===== src/rtl/mem_port_arbiter.sv =====
// mem_port_arbiter: shares the banked main-memory port between the
// I-cache and D-cache miss controllers, one whole line per grant.
module mem_port_arbiter #(
  parameter int AW      = 16,
  parameter int DW      = 16,
  parameter int BEATS   = 4,
  parameter int LATENCY = 2
) (
  input  logic          clk,
  input  logic          rst,
  input  logic          i_req,
  input  logic [AW-1:0] i_addr,
  input  logic          d_req,
  input  logic          d_wr,
  input  logic [AW-1:0] d_addr,
  input  logic [DW-1:0] d_wdata,
  output logic          i_gnt,
  output logic          d_gnt,
  output logic [DW-1:0] rdata,
  output logic          i_rvalid,
  output logic          d_rvalid,
  output logic          d_wack,
  output logic          i_done,
  output logic          d_done,
  output logic          mem_rd,
  output logic          mem_wr,
  output logic [AW-1:0] mem_addr,
  output logic [DW-1:0] mem_wdata,
  input  logic [DW-1:0] mem_rdata,
  input  logic [3:0]    mem_busy,
  input  logic          mem_stall
);

  localparam int KW = $clog2(BEATS);
  localparam int CW = KW + 1;
  localparam int LW = AW - KW - 1;

  typedef enum logic [1:0] {
    IDLE,
    ISSUE,
    DRAIN,
    DONE
  } state_t;

  state_t            state;
  logic [KW-1:0]     beat;
  logic [CW-1:0]     ret_cnt;
  logic [LATENCY-1:0] inflight;
  logic [LW-1:0]     line;
  logic              owner_d;
  logic              op_wr;
  logic              rr_d;

  logic              bank_free;
  logic              issue;
  logic              last_beat;
  logic              rvalid;
  logic              last_ret;
  logic              pick_d;
  logic              unused_ok;

  // Beat issue gating, read-return steering and port-facing outputs
  always_comb begin
    bank_free = !mem_stall && !mem_busy[beat];
    issue     = (state == ISSUE) && bank_free;
    last_beat = (beat == KW'(BEATS - 1));
    rvalid    = inflight[LATENCY-1];
    last_ret  = rvalid && (ret_cnt == CW'(BEATS - 1));
    pick_d    = d_req && (rr_d || !i_req);
    mem_rd    = issue && !op_wr;
    mem_wr    = issue && op_wr;
    d_wack    = mem_wr;
    mem_addr  = '0;
    if (state == ISSUE)
      mem_addr = {line, beat, 1'b0};
    mem_wdata = mem_wr ? d_wdata : '0;
    rdata     = rvalid ? mem_rdata : '0;
    i_rvalid  = rvalid && !owner_d;
    d_rvalid  = rvalid && owner_d;
    unused_ok = ^{i_addr[KW:0], d_addr[KW:0]};
  end

  // In-flight read tracker: one bit per cycle of memory latency
  always_ff @(posedge clk or posedge rst) begin
    if (rst)
      inflight <= '0;
    else
      inflight <= (inflight << 1) | LATENCY'(mem_rd);
  end

  // Transaction FSM with registered grant and done outputs
  always_ff @(posedge clk or posedge rst) begin
    if (rst) begin
      state   <= IDLE;
      beat    <= '0;
      ret_cnt <= '0;
      line    <= '0;
      owner_d <= 1'b0;
      op_wr   <= 1'b0;
      rr_d    <= 1'b1;
      i_gnt   <= 1'b0;
      d_gnt   <= 1'b0;
      i_done  <= 1'b0;
      d_done  <= 1'b0;
    end else begin
      if (rvalid)
        ret_cnt <= ret_cnt + 1'b1;
      unique case (state)
        IDLE: begin
          beat    <= '0;
          ret_cnt <= '0;
          if (pick_d) begin
            owner_d <= 1'b1;
            op_wr   <= d_wr;
            line    <= d_addr[AW-1:KW+1];
            d_gnt   <= 1'b1;
            state   <= ISSUE;
          end else if (i_req) begin
            owner_d <= 1'b0;
            op_wr   <= 1'b0;
            line    <= i_addr[AW-1:KW+1];
            i_gnt   <= 1'b1;
            state   <= ISSUE;
          end
        end
        ISSUE: begin
          if (issue) begin
            beat <= beat + 1'b1;
            if (last_beat) begin
              if (op_wr) begin
                state  <= DONE;
                i_done <= !owner_d;
                d_done <= owner_d;
              end else begin
                state <= DRAIN;
              end
            end
          end
        end
        DRAIN: begin
          if (last_ret) begin
            state  <= DONE;
            i_done <= !owner_d;
            d_done <= owner_d;
          end
        end
        DONE: begin
          i_done <= 1'b0;
          d_done <= 1'b0;
          i_gnt  <= 1'b0;
          d_gnt  <= 1'b0;
          rr_d   <= !owner_d;
          state  <= IDLE;
        end
        default: state <= IDLE;
      endcase
    end
  end

endmodule


===== config.mk =====
export PLATFORM = sky130hd
export DESIGN_NAME = mem_port_arbiter
export DESIGN_NICKNAME = d
export VERILOG_FILES = /design/src/rtl/mem_port_arbiter.sv
export SDC_FILE = /design/constraint.sdc
export NUM_CORES = 1
export LEC_CHECK = 0
export BUFFER_PORTS_ARGS = -buffer_cell sky130_fd_sc_hd__buf_2
export CAP_MARGIN = 15
export CORE_AREA = 2 2 93 95
export DETAILED_ROUTE_END_ITERATION = 8
export DIE_AREA = 0 0 95 97
export SLEW_MARGIN = 20
export SYNTH_ARGS = -nofsm -noshare
export SYNTH_HDL_FRONTEND = slang
export SYNTH_SLANG_ARGS = --single-unit

===== constraint.sdc =====
create_clock -name clk -period 1.8 [get_ports clk]
set_clock_uncertainty 0.1 [all_clocks]
set_input_delay 0.09 -clock clk [delete_from_list [all_inputs] [get_ports clk]]
set_output_delay 0.09 -clock clk [all_outputs]
set_load 0.05 [all_outputs]

* Word-level counts from Yosys, hierarchy flattened *
Cells that the tools add are included.

storage, ports and cells
  flip-flop bits (word level) = 29
  word-level logic and storage cells = 91
  bits of input ports = 74

cells by class
  add/sub/neg operators = 2
  $lt $le $gt $ge = 1
  bitwise operators = 1
  reduce and logical (&&, ||, !) cells = 26
  mux-type cells = 36
  equal/unequal tests = 13

operator list
  kind                 number
  $mux 16              3
  $mux 13              2
  $mux 1               16
  $ne 2x2->1 const B   7
  $mux 2               6
  $logic_and 1x1->1    8
  $pmux 2 s4           1
  $reduce_bool 2->1    4
  $eq 2x2->1 const B   3
  $mux 3               2
  $pmux 1 s3           2
  $reduce_and 2->1     3
  $logic_not 1->1      5
  $reduce_and 5->1     1
  $pmux 1 s2           2
  $pmux 2 s2           1
  $reduce_and 4->1     1
  $add 3x1->3 const B  1
  $eq 3x2->1 const B   1
  $lt 2x3->1 const B   1
  $ne 3x3->1 const B   1
  $reduce_and 3->1     1
  $reduce_bool 3->1    1
  $add 2x1->2 const B  1
  5 further kinds      5

* Logic depth before layout (Yosys ltp) *
  depth after elaboration = 7
  gate-level depth with buffers = 7
  mapped depth without buffers = 6

* Worst setup path after synthesis *
Ideal clock, no wire load.

  path kind = reg-to-reg
  start point = register beat[0]
  end point = register inflight[0]
  clock period less this slack = 2.377 ns
  data arrival time = 2.071 ns
  cell stages (with the launch flop) = 5
  buffers on the path = 1
  setup time = 0.207 ns
  slack = -0.577 ns
  cells stage by stage = dfrtp_1 > mux4_2 > nor3b_2 > buf_2 > nor2b_1

between the ends
  word-level cells in the longest chain between the ends = 7

RTL lines
  element                       line  RTL
  start: declaration            46    logic [KW-1:0] beat;
  start signal: assignment      128   beat <= beat + 1'b1;
  $bmux 1 s2                    64    bank_free = !mem_stall && !mem_busy[beat];
  $mux 1 (implied by the code)  64
  $logic_not 1->1               64
  $logic_and 1x1->1             64
  $logic_and 1x1->1             65    issue = (state == ISSUE) && bank_free;
  $logic_and 1x1->1             70    mem_rd = issue && !op_wr;
  via mem_rd                    25    output logic mem_rd,
  $or 2x1->2                    88    inflight <= (inflight << 1) | LATENCY'(mem_rd);
  end signal: assignment        88
  end: declaration              48    logic [LATENCY-1:0] inflight;

The timed path passes the listed nets, and every way through them passes these cells. The select of a mux whose other input is x is not followed.
A chain may end at the register's enable or synchronous reset.

* Final worst setup path *
  start point = register beat[0]
  end point = output mem_wdata[9]

between the ends
  word-level cells in the longest chain between the ends = 7

RTL lines
  element                       line  RTL
  $bmux 1 s2                    64
  $mux 1 (implied by the code)  64
  $logic_not 1->1               64
  $logic_and 1x1->1             64
  $logic_and 1x1->1             65
  $logic_and 1x1->1             71    mem_wr = issue && op_wr;
  $mux 16                       76    mem_wdata = mem_wr ? d_wdata : '0;
  end: declaration              28    output logic [DW-1:0] mem_wdata,

No other way between the ends. The select of a mux whose other input is x is not followed.

==> key figures <==
Drt
  • Wire length reported by the detailed router: between 5000 and 6000 µm
  • 1st-pass router iterations: 4
  • Number of vias per cell after detailed routing: 4.200
  • Detail-routed net length per standard cell: about 12 µm
  • Final routed DRC violation total: 0
  • DR iter-0 viols: 95
  • Total via count in the routed design: ~1800
  • Remaining number of nets flagged by the antenna check after routing: 0

GRT
  • Antenna violations before repair: 0
  • Number of global-route vias before repair: around 1900
  • Met2 GRT Util: 20.89%
  • Fraction of met1 tracks used by global routing: 12.55%
  • Wire length of the first global-routing pass: 8383 µm
  • Overflow after GRT: 0
  • Global-route usage over all layers: between 10% and 20%
  • Most congested layer reported by global routing: met2
  • Largest net degree at the start of global routing: 30
  • Global routing met3 resource utilization: around 2.6%

Critical path
  • Largest fanout on the critical path: 19
  • Cell Chain, Critical Path: mux4_2, nor3b_2, buf_6, and3_2, buf_6
  • Largest delay contributor family on the critical path: multiplexers
  • Worst Reg-to-Reg Cells: 5
  • Levels on crit path: 5
  • Number of buffer and inverter instances along the worst setup path: 2
  • Most used cell, CP: buf_6
  • Type of the worst setup path: register to output pin
  • Element type at the critical path end: output pin
  • Arrival time at the worst endpoint: 1.91 ns
  • Highest-delay cell along the critical path: mux4_2
  • Worst Setup Start Kind: register
  • Largest stage delay on the critical path: about 0.53 ns
  • Required arrival time at the worst endpoint: ~1.6 ns

Pwr
  • Share of total power in the clock network: between 10% and 20%
  • Power density normalized to cell area: approximately 1400 mW/mm²
  • Reg power frac: 27.6%
  • Int Pwr: 2.324 mW
  • Fraction of power spent switching nets: 47.07%
  • IR drop worst, VDD: 693.4 µV
  • Total power: between 4 and 5 mW
  • Switching power: 2.067 mW
  • Leakage power: 1.636 nW
  • Logic pwr share: 60.9%

Logic synthesis
  • Top cells by area, synth: dfrtp_1 38%, and2_1 11%, mux2i_1 9.2%, and3_1 5.4%, ha_1 5.4%
  • Flops & latches, synth: 29
  • Sequential share of the synthesized area: 39.12%
  • Top flip-flop cell by instance count after synthesis: dfrtp_1
  • Number of flops mapped to enable cells by yosys: 0
  • Summed instance area of the synthesized netlist: 0.001858 mm²
  • Post-synth ARST share: 100.0%
  • Cell variety after synth: just over 40
  • Library cell with the largest summed area after synthesis: dfrtp_1
  • Share of Yosys cell area claimed by the top area cell type: between 30% and 40%
  • Gate count after technology mapping: 199
  • Warnings, synthesis: 0
  • Synthesized area divided by synthesized cell count: between 9 and 10 µm²
  • Net count of the mapped netlist: 281

Layout
  • Number of diodes added for antenna fixing: 0
  • Layout cells sized above 1: a little under three fifths
  • Area growth from synthesis to layout: 64.51%
  • Fin nets: 415
  • Finished Core Util: a little under two fifths
  • Most common library cell in the layout ignoring fill and taps: buf_2
  • Most frequent cells in the layout: 89 x buf_2, 28 x dfrtp_1, 23 x and2_1, 23 x buf_4, 18 x buf_6

Timing
  • Max-slew violation count: 0
  • Worst slew margin relative to its limit: 55.37%
  • Worst setup margin: -0.3037 ns
  • Count of final hold-check violations: 0
  • Post-route worst hold slack: 0.004726 ns
  • Min Clock Period, post-route: 2.104 ns
  • Fraction of the cycle the final worst path needs: 116.9%
  • RSZ-0062 raised after global routing: true
  • FMAX: 0.4753 GHz
  • Transition at the pin with the smallest max-transition slack: 0.6694 ns
  • Total of endpoints with negative setup slack in the final report: 21

Clocking
  • Clock network latency to the later pin of the worst-skew pair: 0.27 ns
  • Clock slew at the register clock pins of the worst setup and hold paths: 0.06 ns
  • CTS max path bufs: 2
  • Number of sinks on the clock net: 29
  • CTS H-tree depth: 2
  • CTS Buf Count: 5
  • Clock tree from TritonCTS: done
  • Root Buffer: clkbuf_8

Floorplan
  • Standard-cell row count: 33
  • Die width: 95 µm
  • Ports: approximately 130
  • Die outline area: 0.009215 mm²
  • Core ar.: 0.008134 mm²
  • Die boundary height: 97 µm
  • Initial Util: a little under a quarter

Run status
  • Status: complete, but fails checks
  • Violations in the final reports: negative setup slack

Place
  • Post-detail-place hpwl: 3888 µm
  • Number of input and output port buffers inserted: 123
  • Routability cong.: 0.7187

Hold path
  • Class of the tightest hold or removal check: input pin to register
  • Hold depth: 3

Job
  • Number of max-cap violations: 0
path summary, 6_finish.rpt:
path | start | endpoint | slack, ns
max | beat[0] | mem_wdata[9] | -0.30
min | d_addr[3] | line[0] | 0.005
max reg2reg | beat[0] | state[1] | -0.21
min reg2reg | inflight[0] | inflight[1] | 0.26
max in group asynchronous | rst | rr_d | 0.95
min in group asynchronous | rst | line[7] | 0.33
kinds of logic (layout without fill, tap and decap cells):
group           count (synthesis)  count (layout)  share of synthesized area, %
compound gates                 33              33                         11.92
xor+xnor                        1               1                        0.4715
buf+inv                        22             157                         5.050
fa+ha+maj                       8               8                         5.387
other cells                     1               1                        0.2018
flops                          29              29                         39.12
simple gates                   86              86                         26.67
mux                            19              19                         11.18
sequential cells by signal (all words and copies together), names as in the netlist:
name,count
d_done,1
line,13
rr_d,1
op_wr,1
i_gnt,1
state,2
owner_d,1
inflight,2
beat,2
ret_cnt,3
d_gnt,1
i_done,1
power by group through the flow:
stage	logic, mW	registers, mW	clock network, mW
floorplan	1.73	1.28	0
global placement	2.44	1.20	0
detailed placement	2.48	1.22	0
CTS	2.62	1.21	0.523
global route	2.91	1.26	0.551
finish	2.67	1.21	0.506
worst min-delay path, delay by kind of cell:
kind                   cells  cell delay [ns]
AOI/OAI and AO/OA          1             0.13
buffers and inverters      1             0.07
muxes                      1             0.05
cell usage after synthesis (2+ instances only):
cell type	count
inv_1	8
o21ai_0	18
nor2_1	6
o211ai_1	2
mux2i_1	17
nor2b_1	3
a21oi_1	2
nor3_1	3
o2bb2ai_1	2
buf_2	2
ha_1	8
and2_1	32
and3_1	16
nand2_1	16
dfrtp_1	28
clkbuf_1	9
buf_4	2
nand3_1	2
final cells by class:
type                       count  area [µm²]
sequential                    29       726.9
clock buffer                   8       80.08
inverter                       8       30.03
fill                         822        5077
multi-input combinational    148        1107
timing repair buffer         141       980.9
tap                          105       131.4
per-stage QoR:
step	instances	setup slack, ns	TNS (ns)	area (µm²)
5_1_grt	439	-0.3870	-7.764	3057
2_1_floorplan	199	-0.1046	-0.6949	1932
3_3_place_gp	426	-0.08878	-1.613	2713
6_report	439	-0.3037	-5.786	3057
3_5_place_dp	426	-0.1362	-2.471	2713
4_1_cts	438	-0.3082	-5.963	3013
what timing repair did:
item	4_1_cts	5_1_grt
pin swaps	1	2
endpoints found under the setup margin	36	40
gates cloned	0	0
setup buffers	2	1
hold buffers	2	0
hold endpoints to repair	29	0
resized for setup	61	13
layer usage:
metal / share of wire, % / vias to the layer above / routed length, µm
met5: 0 / - / 0
met4: 1.4 / 0 / 69
li1: - / 942 / -
met2: 53 / 62 / 2703
met1: 40 / 832 / 2043
met3: 5.7 / 8 / 293
(Power assumes the default switching activity.)
